==> src/rtl/soc_ctrl_boot_seq.sv <==
// Boot sequencer: bus initiator toward soc_ctrl_reg_if. It programs the PLLs, waits for lock,
// releases the link clocks/resets and then the enabled cores, and reports done or the failing step.
module soc_ctrl_boot_seq #(
    parameter int ADDR_WIDTH = 8,
    parameter int DATA_WIDTH = 32,
    parameter int POLL_GAP   = 4,
    parameter int POLL_LIMIT = 1024,
    parameter int REF_DIV_BW = 4,
    parameter int FB_DIV_BW  = 12
) (
    input  logic                    arst_ni,
    input  logic                    clk_i,
    input  logic                    start_i,
    input  logic [1:0]              core_en_i,
    input  logic [REF_DIV_BW-1:0]   core_pll_ref_div_i,
    input  logic [FB_DIV_BW-1:0]    core_pll_fb_div_i,
    input  logic [REF_DIV_BW-1:0]   sys_pll_ref_div_i,
    input  logic [FB_DIV_BW-1:0]    sys_pll_fb_div_i,
    output logic                    mem_we_o,
    output logic [ADDR_WIDTH-1:0]   mem_waddr_o,
    output logic [DATA_WIDTH-1:0]   mem_wdata_o,
    output logic [DATA_WIDTH/8-1:0] mem_wstrb_o,
    input  logic [1:0]              mem_wresp_i,
    output logic                    mem_re_o,
    output logic [ADDR_WIDTH-1:0]   mem_raddr_o,
    input  logic [DATA_WIDTH-1:0]   mem_rdata_i,
    input  logic [1:0]              mem_rresp_i,
    output logic                    busy_o,
    output logic                    done_o,
    output logic                    error_o,
    output logic [3:0]              err_step_o
);

    localparam int CFG_W    = REF_DIV_BW + FB_DIV_BW;
    localparam int LOCK_BIT = CFG_W;
    localparam int GW       = (POLL_GAP > 1) ? $clog2(POLL_GAP) : 1;
    localparam int PW       = $clog2(POLL_LIMIT + 1);
    localparam logic [GW-1:0] GAP_LAST = GW'((POLL_GAP > 0) ? POLL_GAP - 1 : 0);
    localparam logic [PW-1:0] POLL_MAX = PW'(POLL_LIMIT);

    localparam logic [ADDR_WIDTH-1:0] REG_PLL_CONFIG_CORE_0_ADDR   = ADDR_WIDTH'(32'h00);
    localparam logic [ADDR_WIDTH-1:0] REG_PLL_CONFIG_CORE_1_ADDR   = ADDR_WIDTH'(32'h04);
    localparam logic [ADDR_WIDTH-1:0] REG_PLL_CONFIG_SYS_LINK_ADDR = ADDR_WIDTH'(32'h08);
    localparam logic [ADDR_WIDTH-1:0] REG_CLK_RST_SYS_LINK_ADDR    = ADDR_WIDTH'(32'h0C);
    localparam logic [ADDR_WIDTH-1:0] REG_CLK_RST_PERIPH_LINK_ADDR = ADDR_WIDTH'(32'h10);
    localparam logic [ADDR_WIDTH-1:0] REG_CLK_RST_CORE_LINK_ADDR   = ADDR_WIDTH'(32'h14);
    localparam logic [ADDR_WIDTH-1:0] REG_CLK_RST_CORE_0_ADDR      = ADDR_WIDTH'(32'h18);
    localparam logic [ADDR_WIDTH-1:0] REG_CLK_RST_CORE_1_ADDR      = ADDR_WIDTH'(32'h1C);

    typedef enum logic [2:0] {IDLE, SEQ, GAP, DONE, ERROR} state_e;

    state_e           state_q, state_d;
    logic [3:0]       step_q, step_d, nxt_step, err_step_q, err_step_d;
    logic [PW-1:0]    poll_q, poll_d, poll_inc;
    logic [GW-1:0]    gap_q, gap_d;
    logic [1:0]       core_en_q;
    logic [CFG_W-1:0] core_cfg_q, sys_cfg_q;
    logic             load;
    logic             is_poll;
    logic [ADDR_WIDTH-1:0] step_addr;
    logic [DATA_WIDTH-1:0] step_data;
    logic             unused_rdata;

    assign unused_rdata = ^mem_rdata_i;
    assign is_poll  = (step_q >= 4'd3) && (step_q <= 4'd5);
    assign poll_inc = poll_q + PW'(1);

    // Disabled core releases are skipped without spending a cycle; 11 means nothing left.
    always_comb begin
        nxt_step = step_q + 4'd1;
        if (nxt_step == 4'd9 && !core_en_q[0]) nxt_step = 4'd10;
        if (nxt_step == 4'd10 && !core_en_q[1]) nxt_step = 4'd11;
    end

    always_comb begin
        step_addr = REG_CLK_RST_CORE_1_ADDR;
        case (step_q)
            4'd0, 4'd3: step_addr = REG_PLL_CONFIG_CORE_0_ADDR;
            4'd1, 4'd4: step_addr = REG_PLL_CONFIG_CORE_1_ADDR;
            4'd2, 4'd5: step_addr = REG_PLL_CONFIG_SYS_LINK_ADDR;
            4'd6:       step_addr = REG_CLK_RST_SYS_LINK_ADDR;
            4'd7:       step_addr = REG_CLK_RST_PERIPH_LINK_ADDR;
            4'd8:       step_addr = REG_CLK_RST_CORE_LINK_ADDR;
            4'd9:       step_addr = REG_CLK_RST_CORE_0_ADDR;
            default:    step_addr = REG_CLK_RST_CORE_1_ADDR;
        endcase
        step_data = DATA_WIDTH'(32'd3);
        case (step_q)
            4'd0, 4'd1: step_data = DATA_WIDTH'(core_cfg_q);
            4'd2:       step_data = DATA_WIDTH'(sys_cfg_q);
            default:    step_data = DATA_WIDTH'(32'd3);
        endcase
    end

    always_comb begin
        state_d     = state_q;
        step_d      = step_q;
        poll_d      = poll_q;
        gap_d       = gap_q;
        err_step_d  = err_step_q;
        load        = 1'b0;
        mem_we_o    = 1'b0;
        mem_waddr_o = '0;
        mem_wdata_o = '0;
        mem_wstrb_o = '0;
        mem_re_o    = 1'b0;
        mem_raddr_o = '0;
        case (state_q)
            IDLE, DONE, ERROR: begin
                if (start_i) begin
                    state_d    = SEQ;
                    step_d     = 4'd0;
                    poll_d     = '0;
                    gap_d      = '0;
                    err_step_d = 4'd0;
                    load       = 1'b1;
                end
            end
            SEQ: begin
                if (is_poll) begin
                    mem_re_o    = 1'b1;
                    mem_raddr_o = step_addr;
                    if (mem_rresp_i != 2'b00) begin
                        state_d    = ERROR;
                        err_step_d = step_q;
                    end else if (mem_rdata_i[LOCK_BIT]) begin
                        poll_d = '0;
                        step_d = nxt_step;
                    end else if (poll_inc == POLL_MAX) begin
                        state_d    = ERROR;
                        err_step_d = step_q;
                    end else begin
                        poll_d = poll_inc;
                        gap_d  = '0;
                        if (POLL_GAP > 0) state_d = GAP;
                    end
                end else begin
                    mem_we_o    = 1'b1;
                    mem_waddr_o = step_addr;
                    mem_wdata_o = step_data;
                    mem_wstrb_o = '1;
                    if (mem_wresp_i != 2'b00) begin
                        state_d    = ERROR;
                        err_step_d = step_q;
                    end else if (nxt_step == 4'd11) begin
                        state_d = DONE;
                    end else begin
                        step_d = nxt_step;
                    end
                end
            end
            GAP: begin
                if (gap_q == GAP_LAST) state_d = SEQ;
                else                   gap_d   = gap_q + GW'(1);
            end
            default: state_d = IDLE;
        endcase
    end

    always_ff @(posedge clk_i or negedge arst_ni) begin
        if (!arst_ni) begin
            state_q    <= IDLE;
            step_q     <= 4'd0;
            poll_q     <= '0;
            gap_q      <= '0;
            err_step_q <= 4'd0;
            core_en_q  <= 2'b00;
            core_cfg_q <= '0;
            sys_cfg_q  <= '0;
        end else begin
            state_q    <= state_d;
            step_q     <= step_d;
            poll_q     <= poll_d;
            gap_q      <= gap_d;
            err_step_q <= err_step_d;
            if (load) begin
                core_en_q  <= core_en_i;
                core_cfg_q <= {core_pll_fb_div_i, core_pll_ref_div_i};
                sys_cfg_q  <= {sys_pll_fb_div_i, sys_pll_ref_div_i};
            end
        end
    end

    assign busy_o     = (state_q == SEQ) || (state_q == GAP);
    assign done_o     = (state_q == DONE);
    assign error_o    = (state_q == ERROR);
    assign err_step_o = err_step_q;

endmodule

==> config.mk <==
export PLATFORM = sky130hd
export DESIGN_NAME = soc_ctrl_boot_seq
export DESIGN_NICKNAME = d
export VERILOG_FILES = /design/src/rtl/soc_ctrl_boot_seq.sv
export SDC_FILE = /design/constraint.sdc
export NUM_CORES = 1
export LEC_CHECK = 0
export CAP_MARGIN = 40
export CORE_MARGIN = 2
export CORE_UTILIZATION = 45
export DETAILED_ROUTE_END_ITERATION = 8
export GPL_ROUTABILITY_DRIVEN = 0
export PLACE_DENSITY = 0.82
export SYNTH_ARGS = -nofsm -noshare
export SYNTH_HDL_FRONTEND = slang
export SYNTH_SLANG_ARGS = --single-unit
export TNS_END_PERCENT = 100
==> constraint.sdc <==
create_clock -name clk_i -period 2.65 [get_ports clk_i]
set_clock_uncertainty 0.1 [all_clocks]
set_input_delay 0.53 -clock clk_i [delete_from_list [all_inputs] [get_ports clk_i]]
set_output_delay 0.53 -clock clk_i [all_outputs]
set_load 0.01 [all_outputs]
==> flow_summary.ini, run 1 <==
[synthesis]
avgSynthCellArea_um2 = 9.84
synth_adder_area_share = 0.0321
synth_top_family_by_area = compound AO/OA/AOI/OAI gates
netlist_area_um2 = 3500
ys_ff_latch = 58
synth_common_cells = dfrtp_1, nor2_1, mux2_2
synthFlopType = dfrtp_1
synthDistinctLibCells = 62
synth.most_common_cell = dfrtp_1
yosys.area_share.simple = 0.156
synth_xor_area_frac = 0.00750
synth_area_leaders = dfrtp_1, mux2_2, buf_4
synthesis.instances = 356
ys_warn_count = 0
synth-edff-count = 0
synthArstFlopShare = 1.00
synth-compound-area-share = 0.172
synth.area.mux_share = 0.118
yosysSeqAreaShare = 0.414
synth_top_cell_by_area = dfrtp_1
synth_top_area_share = 0.414

[floorplan]
die_w_um = 92.3
die_y_um = 92.3
die_area_um2 = 8510
io-pin-count = 134
coreArea_um2 = 7650
start_util = 0.458
rows = 32

[worst_setup_path]
cp.arrival_ns = 2.04
crit_fanout = 20
reg2reg_depth = 10
worstSetupPathType = flop to output pin
reg2reg_from = step_q[0]$_DFFE_PN0P_
setup.worst_path.end = mem_wstrb_o[3]
r2r-end = step_q[0]$_DFFE_PN0P_
worstSetupStartpointType = flop
required_ns = 2.02
r2r_slack_ns = 0.18
startpoint = step_q[0]$_DFFE_PN0P_
cp-end-kind = output pin

[timing]
setup_viol = 10
period_needed_ns = 2.67
worstMarginPinSlew_ns = 0.652
hold_viol = 0
rsz0062_at_grt = true
finalCritPeriodShare = 1.01
relSlewSlack = 0.565
finalHoldWorstSlack_ns = 0.121
fin_ws_ns = -0.0184
drv_slew = 0
fmax_mhz = 375

[power_and_ir_drop]
cellPowerDensity_nw_per_um2 = 809
leakagePower_nw = 2.09
vdd_drop_max_uv = 551
total_power_mw = 3.82

[clock_tree]
cts_tree = done
cts_buffers = 9
clk_pin_slew_worst_paths_ns = 0.07
cts.sinks = 58
clkLatencyLatePin_ns = 0.34
cts_buffer_depth = 2
h-tree-depth = 3
cts-root-buf = clkbuf_8

[global_routing]
grt_pass1_vias = 3134
antenna_found_initial = 0
grt_max_degree = 32
gr-usage-all-layers = 0.219
met2_usage = 0.357
grt-ovfl-total = 0
grt.met3_usage = 0.0616
grt_pass1_wl_um = 15000
busiest_layer = met2
use_met1 = 0.284

[routing]
drc = 0
vias = 3092
via_per_inst = 5.49
drt-wirelength-per-cell_um = 15.3
wl_um = 8630
ant_nets = 0
first_pass_iters = 5
initialDrtViolationCount = 270

[placed_design]
dp_hpwl_um = 6150
portBuffers = 76

[finish]
nets = 538
diodes = 0
area_delta_synth_final_pct = 34.8
drive_gt1_frac = 0.280

[status]
violations = negative setup slack
status = finished, violations left

[min_path]
worstHoldPathType = input port to async pin

[run]
max_cap_violations = 0
power by group:
group,leakage [nW],internal [mW],switching [mW]
registers,0.728,1.11,0.134
clock network,0.109,0.552,0.360
logic,1.25,0.844,0.826
critical path: stages, from the launching register on:
cell,delay (ns)
dfrtp_1,0.40
buf_4,0.15
ha_4,0.17
nor3b_2,0.29
o21ai_2,0.13
buf_12,0.18
inv_1,0.12
clkdlybuf4s15_1,0.26
routing by layer:
layer  vias to the layer above  routed length [µm]
met5                         -                   0
met3                        17                 689
met2                       154                4160
li1                       1427                   -
met1                      1494                3630
met4                         0                 142
timing repair:
item,4_1_cts,5_1_grt
setup buffers,5,1
setup endpoints to repair,28,25
hold buffers,0,0
gates cloned,1,0
gates resized for setup,66,22
pin swaps,4,0
sequential cells by signal (all words and copies together), names as in the netlist:
| register | count |
|---|---|
| core_en_q | 2 |
| gap_q | 2 |
| core_cfg_q | 16 |
| sys_cfg_q | 16 |
| poll_q | 11 |
| err_step_o | 4 |
| step_q | 4 |
| state_q | 3 |
how the worst min path moves through the flow:
stage	start	end	slack, ns
final	arst_ni	core_cfg_q[5]$_DFFE_PN0P_	0.12
after global routing	arst_ni	core_cfg_q[2]$_DFFE_PN0P_	0.15
after CTS	arst_ni	core_cfg_q[2]$_DFFE_PN0P_	0.13
after detailed placement	core_cfg_q[13]$_DFFE_PN0P_	core_cfg_q[13]$_DFFE_PN0P_	0.39
after global placement	core_cfg_q[6]$_DFFE_PN0P_	core_cfg_q[6]$_DFFE_PN0P_	0.39
after floorplan	arst_ni	core_cfg_q[0]$_DFFE_PN0P_	0.13
layout make-up:
type                            instances  area [µm²]
Sequential cell                        58        1450
Clock inverter                          5        77.6
Multi-Input combinational cell        264        1900
Clock buffer                           11         141
Inverter                               13        48.8
Timing Repair Buffer                  110         981
Fill cell                             603        2920
Tap cell                              102         128
cell families after synthesis:
logic type               after synthesis
AO/OA/AOI/OAI                         80
AND/OR/NAND/NOR                      109
XOR/XNOR                               3
other                                  1
adder cells (fa/ha/maj)                9
buffers and inverters                 59
multiplexers                          37
flip-flops                            58
stage by stage:
| step | std cells | TNS (ns) | cell area [µm²] | util | setup WS (ns) |
|---|---|---|---|---|---|
| after floorplan | 381 | 0 | 3600 | - | 0.134 |
| after global placement | 540 | 0 | 4430 | 0.579 | 0.0138 |
| after detailed placement | 540 | -0.0350 | 4430 | 0.579 | -0.0156 |
| after CTS | 562 | 0 | 4720 | 0.617 | 0.00497 |
| after global routing | 563 | -1.14 | 4730 | 0.618 | -0.111 |
| final | 563 | -0.119 | 4730 | 0.618 | -0.0184 |
cells in the final DEF, fill, tap and decap left out, types with 5 or more instances in the layout:
master / n
nor2_1: 37
a21oi_1: 7
dfrtp_1: 58
buf_4: 28
dlygate4sd2_1: 10
ha_1: 6
nor3_1: 7
o21ai_1: 5
a32o_1: 5
conb_1: 26
a22oi_1: 14
nand2_1: 25
nand2b_1: 6
o21ai_0: 8
clkdlybuf4s50_1: 47
mux2_2: 35
clkbuf_8: 10
inv_1: 11
clkbuf_2: 9
nand3_1: 7
No activity file was read; power rests on OpenSTA's default activity.
==> run 2: changes to the inputs <==
Settings changed: CELL_PAD_IN_SITES_DETAIL_PLACEMENT set to 0, CELL_PAD_IN_SITES_GLOBAL_PLACEMENT set to 1, CORE_UTILIZATION 45 to 33, HOLD_SLACK_MARGIN set to 0.05, PLACE_DENSITY 0.82 to not set, PLACE_DENSITY_LB_ADDON set to 0.1.
==> run 2 against run 1 <==
  * The flow now finishes without violations
  * Non-clock buffer count is 10 higher
  * Largest cell class unchanged
  * Core utilization is 14 points lower
  * Highest routed layer unchanged
  * Register-to-register slack worse by 0.09 ns
  * Sequential share of layout area is 0.99 points lower
==> flow_summary.ini, run 2 (synthesized netlist as in run 1, its figures left out) <==
[placed_design]
place_area_um2 = 4560
dp_hpwl_um = 6690
portBuffers = 76

[clock_tree]
clk_pin_slew_worst_paths_ns = 0.08
cts_tree = done
h-tree-depth = 3
cts_buffer_depth = 2
cts_buffers = 9
clkLatencyLatePin_ns = 0.35
cts-root-buf = clkbuf_8
cts.sinks = 58

[global_routing]
grt_pass1_wl_um = 15000
gr-usage-all-layers = 0.168
grt_max_degree = 38
grt-ovfl-total = 0
antenna_found_initial = 0
grt_pass1_vias = 3008

[finish]
drive_gt1_frac = 0.335
nets = 548
fill_cells = 1013
diodes = 0
top_regs = core_cfg_q (16), sys_cfg_q (16), poll_q (11)
area_delta_synth_final_pct = 39.5
final_area_um2 = 4890
mostFrequentLayoutCells = dfrtp_1, clkdlybuf4s50_1, nor2_1, mux2_2, buf_4
final_common_cell = dfrtp_1

[worst_setup_path]
cp.arrival_ns = 2.00
path_cells = buf_4, ha_2, o21bai_4, o21ai_4, buf_4, nor2_1, clkdlybuf4s15_2
max_stage_delay_ns = 0.46
path_delay_family = buffers and inverters
r2r_slack_ns = 0.09
reg2reg_depth = 11
reg2reg_from = step_q[0]$_DFFE_PN0P_
slowest_stage = dfrtp_2
crit_top_cell = buf_4
r2r-end = step_q[3]$_DFFE_PN0P_
cp.buffers_inverters = 3
cp-end-kind = output pin
startpoint = step_q[0]$_DFFE_PN0P_
worstSetupPathType = flop to output pin
worstSetupStartpointType = flop
required_ns = 2.02
crit_fanout = 7

[floorplan]
die_y_um = 107
die_w_um = 107
coreArea_um2 = 10300
io-pin-count = 134
rows = 37
die_area_um2 = 11500
start_util = 0.339

[timing]
drv_slew = 0
fmax_mhz = 380
relSlewSlack = 0.618
rsz0062_at_grt = true
hold_viol = 0
period_needed_ns = 2.63
setup_viol = 0
worstMarginPinSlew_ns = 0.573
finalCritPeriodShare = 0.993

[routing]
first_pass_iters = 4
wl_um = 9300
initialDrtViolationCount = 87
via_per_inst = 4.89
drt-wirelength-per-cell_um = 15.3
vias = 2967
ant_nets = 0
drc = 0

[status]
status = finished clean

[power_and_ir_drop]
total_power_mw = 3.81
leakagePower_nw = 2.14
vdd_drop_max_uv = 382
cellPowerDensity_nw_per_um2 = 780

[run]
max_cap_violations = 0

[min_path]
worstHoldPathType = input port to async pin
-- run 2: final cells by class --
class                   instances  area [µm²]  share of cell area
inverters                      13        51.3              0.0105
clock inverters                 7        77.6              0.0159
flip-flops and latches         58        1450               0.297
clock buffers                   9         124              0.0253
well taps                     136         170              0.0348
multi-input cells             264        1950               0.400
repair buffers                120        1060               0.216
-- run 2: repair_timing --
action,in CTS,in global routing
hold buffers,0,0
resized for setup,98,32
setup buffers,4,0
cloned,0,1
setup endpoints to repair,28,30
pin swaps,3,3
-- run 2: routing by layer --
metal,wire length (µm),global-route usage,part of all wire,up-vias
li1,-,-,-,1449
met1,4310,0.220,0.46,1415
met2,4240,0.267,0.46,94
met3,626,0.0492,0.067,9
met4,119,0.0529,0.013,0
met5,0,0,0,-
-- run 2: through the flow --
stage	setup WS [ns]	hold slack (ns)	setup TNS, ns	instances	utilization
final	0.0187	0.0663	0	607	0.473
after global routing	-0.0923	0.109	-0.556	607	0.473
after CTS	-0.0658	0.0838	-0.200	606	0.467
after detailed placement	-0.0246	0.394	-0.0427	586	0.442
after global placement	-0.0271	0.389	-0.0424	586	0.442
after floorplan	0.134	0.134	0	381	-
-- run 2: power by group --
part / internal (mW) / switching, mW
Combinational: 0.862 / 0.844
Clock: 0.440 / 0.425
Sequential: 1.11 / 0.132
-- run 2: worst reg2reg max path: cells and delay by family (launching register included) --
kind | cells | cell delay, ns
AOI/OAI and AO/OA | 3 | 0.59
adders and majority gates | 2 | 0.46
buffers and inverters | 3 | 0.48
DFF | 1 | 0.46
muxes | 1 | 0.28
and+or+nand+nor | 2 | 0.08
-- run 2: worst max path at each step --
stage / to / slack (ns) / cells past startpoint
finish: mem_waddr_o[4] / 0.02 / 7
global route: mem_wdata_o[11] / -0.09 / 9
CTS: mem_re_o / -0.07 / 8
detailed placement: mem_wdata_o[0] / -0.02 / 8
global placement: mem_wdata_o[12] / -0.03 / 8
floorplan: mem_wdata_o[10] / 0.13 / 6
